[config.mk]
export PLATFORM = sky130hd
export DESIGN_NAME = gam_learning_sequencer
export DESIGN_NICKNAME = d
export VERILOG_FILES = /design/src/rtl/gam_learning_sequencer.sv
export SDC_FILE = /design/constraint.sdc
export NUM_CORES = 2
export LEC_CHECK = 0
export BUFFER_PORTS_ARGS = -buffer_cell sky130_fd_sc_hd__buf_2
export CAP_MARGIN = 15
export CELL_PAD_IN_SITES_DETAIL_PLACEMENT = 0
export CELL_PAD_IN_SITES_GLOBAL_PLACEMENT = 1
export CORE_UTILIZATION = 45
export CTS_BUF_LIST = sky130_fd_sc_hd__clkbuf_8
export CTS_CLUSTER_SIZE = 25
export DETAILED_ROUTE_END_ITERATION = 6
export PLACE_DENSITY_LB_ADDON = 0.1
export RECOVER_POWER = 100
export SYNTH_ARGS = -nofsm -noshare
export SYNTH_HDL_FRONTEND = slang
export SYNTH_SLANG_ARGS = --single-unit
[constraint.sdc]
create_clock -name clk -period 14.8 [get_ports clk]
set_clock_uncertainty 0.05 [all_clocks]
set_input_delay 3.7 -clock clk [delete_from_list [all_inputs] [get_ports clk]]
set_output_delay 3.7 -clock clk [all_outputs]
set_load 0.01 [all_outputs]
[src/rtl/gam_learning_sequencer.sv]
// Pattern store and learning-phase driver for the GAM memory layer: holds node
// vectors per class and streams them out class-major over a valid/ready link.
module gam_learning_sequencer #(
    parameter int NODE_W      = 32,
    parameter int CLASS_COUNT = 4,
    parameter int NODE_COUNT  = 16,
    parameter int CW          = $clog2(CLASS_COUNT + 1),
    parameter int NW          = $clog2(NODE_COUNT + 1)
) (
    input  logic              clk,
    input  logic              reset,
    input  logic              wr_en,
    input  logic [CW-1:0]     wr_class,
    input  logic [NODE_W-1:0] wr_data,
    output logic              wr_ack,
    output logic              wr_err,
    input  logic              clear,
    input  logic              start,
    output logic              busy,
    output logic [NODE_W-1:0] ml_x,
    output logic [31:0]       ml_c,
    output logic              ml_valid,
    input  logic              ml_ready,
    output logic              learning_done,
    output logic              learning_recall,
    output logic [NW+CW-1:0]  node_total
);

    localparam int CIW = (CLASS_COUNT > 1) ? $clog2(CLASS_COUNT) : 1;
    localparam int NIW = (NODE_COUNT > 1) ? $clog2(NODE_COUNT) : 1;

    typedef enum logic [1:0] {
        IDLE   = 2'd0,
        SCAN   = 2'd1,
        ISSUE  = 2'd2,
        RECALL = 2'd3
    } state_t;

    state_t              state_q, state_d;
    logic [CW-1:0]       cls_q, cls_d;
    logic [NW-1:0]       node_q, node_d;
    logic [NODE_W-1:0]   ml_x_q, ml_x_d;
    logic                ml_valid_q, ml_valid_d;
    logic                done_q, done_d;
    logic [NW+CW-1:0]    total_q, total_d;
    logic                wr_ack_q, wr_ack_d;
    logic                wr_err_q, wr_err_d;
    logic [NW-1:0]       cnt_q [CLASS_COUNT];
    logic [NW-1:0]       cnt_d [CLASS_COUNT];
    logic [NODE_W-1:0]   mem_q [CLASS_COUNT][NODE_COUNT];

    logic                busy_s;
    logic                class_ok_s;
    logic                mem_we_s;
    logic [CIW-1:0]      wr_idx_s;
    logic [CIW-1:0]      cls_idx_s;
    logic [NW-1:0]       cur_cnt_s;

    // Classes and nodes are 1-based externally; the arrays are 0-based.
    assign busy_s     = (state_q == SCAN) || (state_q == ISSUE);
    assign class_ok_s = (wr_class != {CW{1'b0}}) && (wr_class <= CW'(CLASS_COUNT));
    assign wr_idx_s   = CIW'(wr_class - CW'(1));
    assign cls_idx_s  = CIW'(cls_q - CW'(1));
    assign cur_cnt_s  = cnt_q[cls_idx_s];

    // Next-state, handshake and write-acceptance logic.
    always_comb begin
        state_d    = state_q;
        cls_d      = cls_q;
        node_d     = node_q;
        ml_x_d     = ml_x_q;
        ml_valid_d = ml_valid_q;
        done_d     = done_q;
        total_d    = total_q;
        cnt_d      = cnt_q;
        mem_we_s   = 1'b0;

        if (wr_en && !busy_s && !clear && class_ok_s &&
            (cnt_q[wr_idx_s] < NW'(NODE_COUNT)) && (wr_data != {NODE_W{1'b0}})) begin
            mem_we_s          = 1'b1;
            cnt_d[wr_idx_s]   = cnt_q[wr_idx_s] + NW'(1);
        end else begin
            mem_we_s = 1'b0;
        end
        wr_ack_d = mem_we_s;
        wr_err_d = wr_en && !mem_we_s;

        case (state_q)
            IDLE: begin
                if (start) begin
                    state_d = SCAN;
                    cls_d   = CW'(1);
                    total_d = {(NW+CW){1'b0}};
                end else begin
                    state_d = IDLE;
                end
            end
            SCAN: begin
                if (cur_cnt_s != {NW{1'b0}}) begin
                    state_d    = ISSUE;
                    node_d     = NW'(1);
                    ml_x_d     = mem_q[cls_idx_s][0];
                    ml_valid_d = 1'b1;
                end else if (cls_q == CW'(CLASS_COUNT)) begin
                    state_d = RECALL;
                    done_d  = 1'b1;
                end else begin
                    cls_d = cls_q + CW'(1);
                end
            end
            ISSUE: begin
                if (ml_valid_q && ml_ready) begin
                    total_d = total_q + (NW+CW)'(1);
                    if (node_q < cur_cnt_s) begin
                        // node_q is 1-based, so it already indexes the next entry.
                        node_d = node_q + NW'(1);
                        ml_x_d = mem_q[cls_idx_s][NIW'(node_q)];
                    end else if (cls_q < CW'(CLASS_COUNT)) begin
                        ml_valid_d = 1'b0;
                        cls_d      = cls_q + CW'(1);
                        state_d    = SCAN;
                    end else begin
                        ml_valid_d = 1'b0;
                        state_d    = RECALL;
                        done_d     = 1'b1;
                    end
                end else begin
                    state_d = ISSUE;
                end
            end
            RECALL: begin
                if (start) begin
                    state_d = SCAN;
                    cls_d   = CW'(1);
                    total_d = {(NW+CW){1'b0}};
                    done_d  = 1'b0;
                end else begin
                    state_d = RECALL;
                end
            end
            default: begin
                state_d = IDLE;
            end
        endcase

        if (clear) begin
            state_d    = IDLE;
            cls_d      = {CW{1'b0}};
            node_d     = {NW{1'b0}};
            ml_valid_d = 1'b0;
            done_d     = 1'b0;
            total_d    = {(NW+CW){1'b0}};
            for (int i = 0; i < CLASS_COUNT; i++) begin
                cnt_d[i] = {NW{1'b0}};
            end
        end else begin
            state_d = state_d;
        end
    end

    // Control and output registers.
    always_ff @(posedge clk) begin
        if (reset) begin
            state_q    <= IDLE;
            cls_q      <= {CW{1'b0}};
            node_q     <= {NW{1'b0}};
            ml_x_q     <= {NODE_W{1'b0}};
            ml_valid_q <= 1'b0;
            done_q     <= 1'b0;
            total_q    <= {(NW+CW){1'b0}};
            wr_ack_q   <= 1'b0;
            wr_err_q   <= 1'b0;
            for (int i = 0; i < CLASS_COUNT; i++) begin
                cnt_q[i] <= {NW{1'b0}};
            end
        end else begin
            state_q    <= state_d;
            cls_q      <= cls_d;
            node_q     <= node_d;
            ml_x_q     <= ml_x_d;
            ml_valid_q <= ml_valid_d;
            done_q     <= done_d;
            total_q    <= total_d;
            wr_ack_q   <= wr_ack_d;
            wr_err_q   <= wr_err_d;
            cnt_q      <= cnt_d;
        end
    end

    // Pattern storage; contents are meaningless beyond each class count.
    always_ff @(posedge clk) begin
        if (mem_we_s) begin
            mem_q[wr_idx_s][NIW'(cnt_q[wr_idx_s])] <= wr_data;
        end
    end

    assign busy            = busy_s;
    assign ml_x            = ml_x_q;
    assign ml_c            = 32'(cls_q);
    assign ml_valid        = ml_valid_q;
    assign learning_done   = done_q;
    assign learning_recall = done_q;
    assign node_total      = total_q;
    assign wr_ack          = wr_ack_q;
    assign wr_err          = wr_err_q;

endmodule

* Yosys cells after proc, flatten, opt, wreduce, memory -nomap -nowiden *
Memories as Yosys holds them, arrays and structs flattened.
Index checks and enable logic that the tools add are counted.

storage, ports and cells
  memories kept = 1
  register bits = 74
  output and inout port bits = 78
  RAM bits = 2048
  word-level logic and storage cells = 134

operators by class
  $lt $le $gt $ge = 10
  multiplexer cells = 54
  reduce and logical (&&, ||, !) cells = 29
  bitwise logic cells = 4
  add/sub/neg operators = 6
  eq/ne operators = 17

memory list
  memory  words  bits a word  read ports  clocked after Yosys merged registers in  wr ports  RTL line  text
  mem_q   4      512          1           0                                        1         50        logic [NODE_W-1:0] mem_q [CLASS_COUNT][NODE_COUNT];

operator list
  cell                 number
  $mux 512             1
  $mux 32              6
  $bmux 32 s4          1
  $demux 32 s4         1
  $pmux 32 s2          1
  $mux 5               8
  $reduce_bool 32->1   1
  $bmux 5 s2           2
  $bwmux 20            1
  $mux 3               6
  $mux 8               2
  $pmux 8 s2           1
  $mux 1               12
  $mux 2               6
  $ne 2x1->1 const B   6
  $add 5x1->5 const B  2
  $demux 5 s2          1
  $ge 5x5->1 const B   2
  $logic_and 1x1->1    10
  $ne 2x2->1 const B   5
  $not 4->5            2
  $pmux 5 s2           1
  $pmux 3 s3           1
  $add 8x1->8 const B  1
  other kinds (30)     40

* Logic depth before layout (Yosys ltp) *
  depth in word-level cells = 11
  mapped depth = 18

* Worst setup path after synthesis *
OpenSTA, ideal clock, no wires.

  kind = input to register
  start = in wr_class[0]
  end = mem mem_q[0][192] (netlist name), enable pin
  arrival = 7.266 ns
  stages = 9
  setup time = 0.421 ns
  setup slack = 7.063 ns
  buffers on the path = 3
  path through = clkbuf_1 inv_1 ha_1 clkbuf_1 mux4_2 nor3_2 nand3b_1 clkbuf_1 nor2_1

on the way
  word-level cells in the longest chain between the ends = 11
  elaborated cells on any way between the ends = 21
  classes of those cells = 1 x add/sub; 4 x order compare; 8 x mux; 2 x bitwise; 6 x reduce/logical

RTL lines
  item                                                           RTL line  text
  from (decl)                                                    13        input logic [CW-1:0] wr_class,
  $sub 2x1->2                                                    62        assign wr_idx_s = CIW'(wr_class - CW'(1));
  $not 2->3 (not written as such)                                79, 193
  $bmux 5 s2                                                     79, 193
  $mux 5 (not written as such) (2 in series)                     193       mem_q[wr_idx_s][NIW'(cnt_q[wr_idx_s])] <= wr_data;
  $not 4->5 (not written as such) or $lt 5x5->1 (tied branches)  193, 79
  $ge 5x5->1 (not written as such) (tied with other cells)       193
  $logic_and 1x1->1 (on tied branches)                           193, 79
  $mux 32 (not written as such) or $mux 1 (tied branches)        193, 78
  $demux 32 s4 or $mux 1 (tied branches)                         193, 192
  $mux 512 (not written as such)                                 193
  to (decl)                                                      50

Several ways; a longest one is shown, not always the timed one. The select of a mux whose other input is x is not followed.

* Worst setup path in the final report *
  start = in wr_data[3]
  end = mem mem_q[3][351] (netlist name), enable pin

on the way
  word-level cells in the longest chain between the ends = 5

RTL lines
  item                            RTL line  text
  from (decl)                     14        input logic [NODE_W-1:0] wr_data,
  $reduce_bool 32->1              79        (cnt_q[wr_idx_s] < NW'(NODE_COUNT)) && (wr_data != {NODE_W{1'b0}})) begin
  $logic_and 1x1->1               79
  $mux 1                          78        if (wr_en && !busy_s && !clear && class_ok_s &&
  $mux 1                          192       if (mem_we_s) begin
  $mux 512 (not written as such)  193

Every way passes these cells.

==> flow_metrics.tcl <==
set metrics [dict create \
    peakVddDrop_uv 103 \
    initial_utilization_pct 45.4 \
    total_leakage_power_nw 28.9 \
    power_density_nw_per_um2 130 \
    fp.dieH_um 429 \
    clkTransAtPathRegs_ps 60 \
    path_delay_family "buffers and inverters" \
    maxCapViolations 73 \
    track_usage_pct 27.1 \
    placed_cells 6423 \
    cts_resized 0 \
    cp_data_arrival_time_ps 10870 \
    ant_nets 0 \
    drive_gt1_share_pct 22.1 \
    crit_required_ps 15340 \
    final_cells 7072 \
    min_from "cnt_q[19]" \
    setup_tns_ps 0 \
    fin_nets 4478 \
    wl_per_cell_um 35.3 \
    ys_ff_latch 2122 \
    syn_to_final_growth_pct 12.3 \
    dr_total_vias 42700 \
    hpwl_mm 148 \
    ys_types 65 \
    yosysTopAreaCell "edfxtp_1" \
    slew_violations 2616 \
    antenna_found_initial 19 \
    finalSetupViolCount 0 \
    cp-startpoint "wr_data[3]" \
    numPortBuffers 89 \
    async_flop_share_pct 0 \
    ys_seq_area_share_pct 76.7 \
    grt_pass1_vias 42200 \
    synth_edf_count 2048 \
    ys_warn_count 0 \
    grt_pass1_wl_mm 344 \
    dieArea_sq_um 184000 \
    dominantRegCellSynth "edfxtp_1" \
    synth_top_area_share_pct 74.9 \
    startpoint_type "primary input" \
    cts_max_path_buffers 4 \
    rows 156 \
    ios 119 \
    grt-ovfl-total 0 \
    cts_root_buf "clkbuf_8" \
    cts.sinks 2122 \
    crit_top_cell "clkbuf_1" \
    grt_start_max_net_pins 109 \
    r2r_start "cls_q[0]" \
    drc 0 \
    hold_class "reg -> reg" \
    clk_latency_ps 1070 \
    cp_cell_sequence "buf_2 -> clkbuf_1 -> nor4_1 -> nand4_1 -> nor2_1 -> nor4_1 -> nand2_1 -> clkbuf_1 -> nor2_4 -> clkbuf_1" \
    numCtsBuffers 361 \
    fin_crit_ps 10330 \
    postSynthAreaPerCell_sq_um 20.4 \
    netlist_area_sq_um 82100 \
    max_freq_mhz 96.8 \
    setup_slack_ps 4470 \
    avgViaCountPerCell 6.04 \
    violations "capacitance limit, slew limit" \
    cts_tree "built" \
    cp_max_fo 65 \
    synth_most_common_cell "edfxtp_1" \
    fin_crit_sh_pct 69.8 \
    synth_commonest_cells "edfxtp_1, mux4_2, mux2i_1" \
    drt_wl_total_mm 249 \
    yosys-top-cells-area "edfxtp_1, mux4_2, mux2i_1" \
    coreArea_sq_um 181000 \
    slew_headroom_pct -166 \
    path_buf_inv 4 \
    grt_setup_unrepaired "no" \
    slowest_stage "clkbuf_1" \
    synthesis.instances 4024 \
    worst-setup-path-type "in -> reg" \
    worst-slew-pin-transition_ps 3990 \
    cts.htree.levels 5 \
    outcome "complete, but fails checks" \
    drt_iter0_markers 5004 \
    postCtsSetupBuffers 0 \
    place_ws_ps 7160 \
    gp_congestion 0.858 \
    slowest_delay_ps 2690 \
    fillers 14600 \
    finalHoldViolations 0 \
    hold_buffers 0 \
    dr.pass1.iters 5 \
    end_kind "register" \
    fp.dieW_um 429 \
]
==> through the flow <==
stage | total power, mW | util, % | hold WS (ps) | cell area [sq um]
after floorplan | 7.06 | - | 393 | 82200
after global placement | 7.36 | 47.6 | 422 | 86200
after detailed placement | 7.36 | 47.7 | 420 | 86200
after CTS | 12.1 | 51.2 | 428 | 92600
after global routing | 12.4 | 51.0 | 454 | 92200
final | 12.0 | 51.0 | 431 | 92300
==> flip-flops by register name, summed over array words and instances, names as in the netlist <==
name / flops
ml_x: 32
cls_q: 3
node_q: 5
cnt_q: 20
learning_done: 1
wr_err: 1
node_total: 8
state_q: 2
wr_ack: 1
ml_valid: 1
mem_q: 2048
==> placed cells by master, fill, tap and decap left out, drive strengths merged, types with 100 or more instances in the layout <==
master / synthesis / final
clkinv: 0 / 102
nor2: 140 / 140
mux4: 404 / 404
nand2: 121 / 121
clkbuf: 115 / 515
inv: 18 / 162
a22oi: 100 / 100
edfxtp: 2048 / 2048
buf: 146 / 126
mux2i: 301 / 301
==> cell families (layout without fill, tap and decap cells) <==
logic type | count (synthesis) | count (layout) | share of synthesized area [%]
buffers and inverters | 279 | 914 | 1.70
AND/OR/NAND/NOR | 450 | 450 | 2.52
adder cells (fa/ha/maj) | 20 | 20 | 0.305
AO/OA/AOI/OAI | 429 | 429 | 3.81
other | 1 | 44 | 0.00457
flip-flops | 2122 | 2122 | 76.7
multiplexers | 712 | 712 | 14.9
XOR/XNOR | 11 | 11 | 0.117
==> metal layers <==
metal  up-vias  track usage, %  routed length (um)
met3       367            4.90               19200
met4         4            8.03                7440
met5         -               0                  22
met1     22900            39.3              106000
met2      1852            42.1              117000
li1      17600               -                   -
==> power by group <==
group	leakage (nW)	switching, mW	internal (mW)
Sequential	19.0	0.0148	6.61
Clock	3.79	2.34	2.45
Combinational	6.07	0.414	0.198
==> worst register-to-register path: stages (launching register included) <==
cell and delay, ps:
dfxtp_1 1650, inv_1 350, ha_1 2000, buf_12 490
mux4_2 540, inv_1 70, ha_1 290, nand4_1 100
a21oi_1 150, nor4_1 90, o21ai_0 1290, and2b_1 1660
nand2_1 160, o31ai_1 130
==> final timing paths <==
path | endpoint | slack [ps] | cells after the start
hold / removal | cnt_q[19] | 430 | 2
setup / recovery | mem_q[3][351] | 4470 | 10
setup reg to reg | ml_x[15] | 5680 | 13
hold reg to reg | cnt_q[19] | 430 | 2
==> final cells by class <==
type	count	area [sq um]	area share, %
Sequential cell	2122	63000	68.3
Multi-Input combinational cell	1651	18400	19.9
Clock buffer	378	5200	5.64
Tap cell	2370	2970	3.21
Timing Repair Buffer	263	1470	1.59
Clock inverter	255	1170	1.27
Inverter	18	70.1	0.0759
Antenna cell	15	37.5	0.0407
Power figures use the tool's default switching activity.
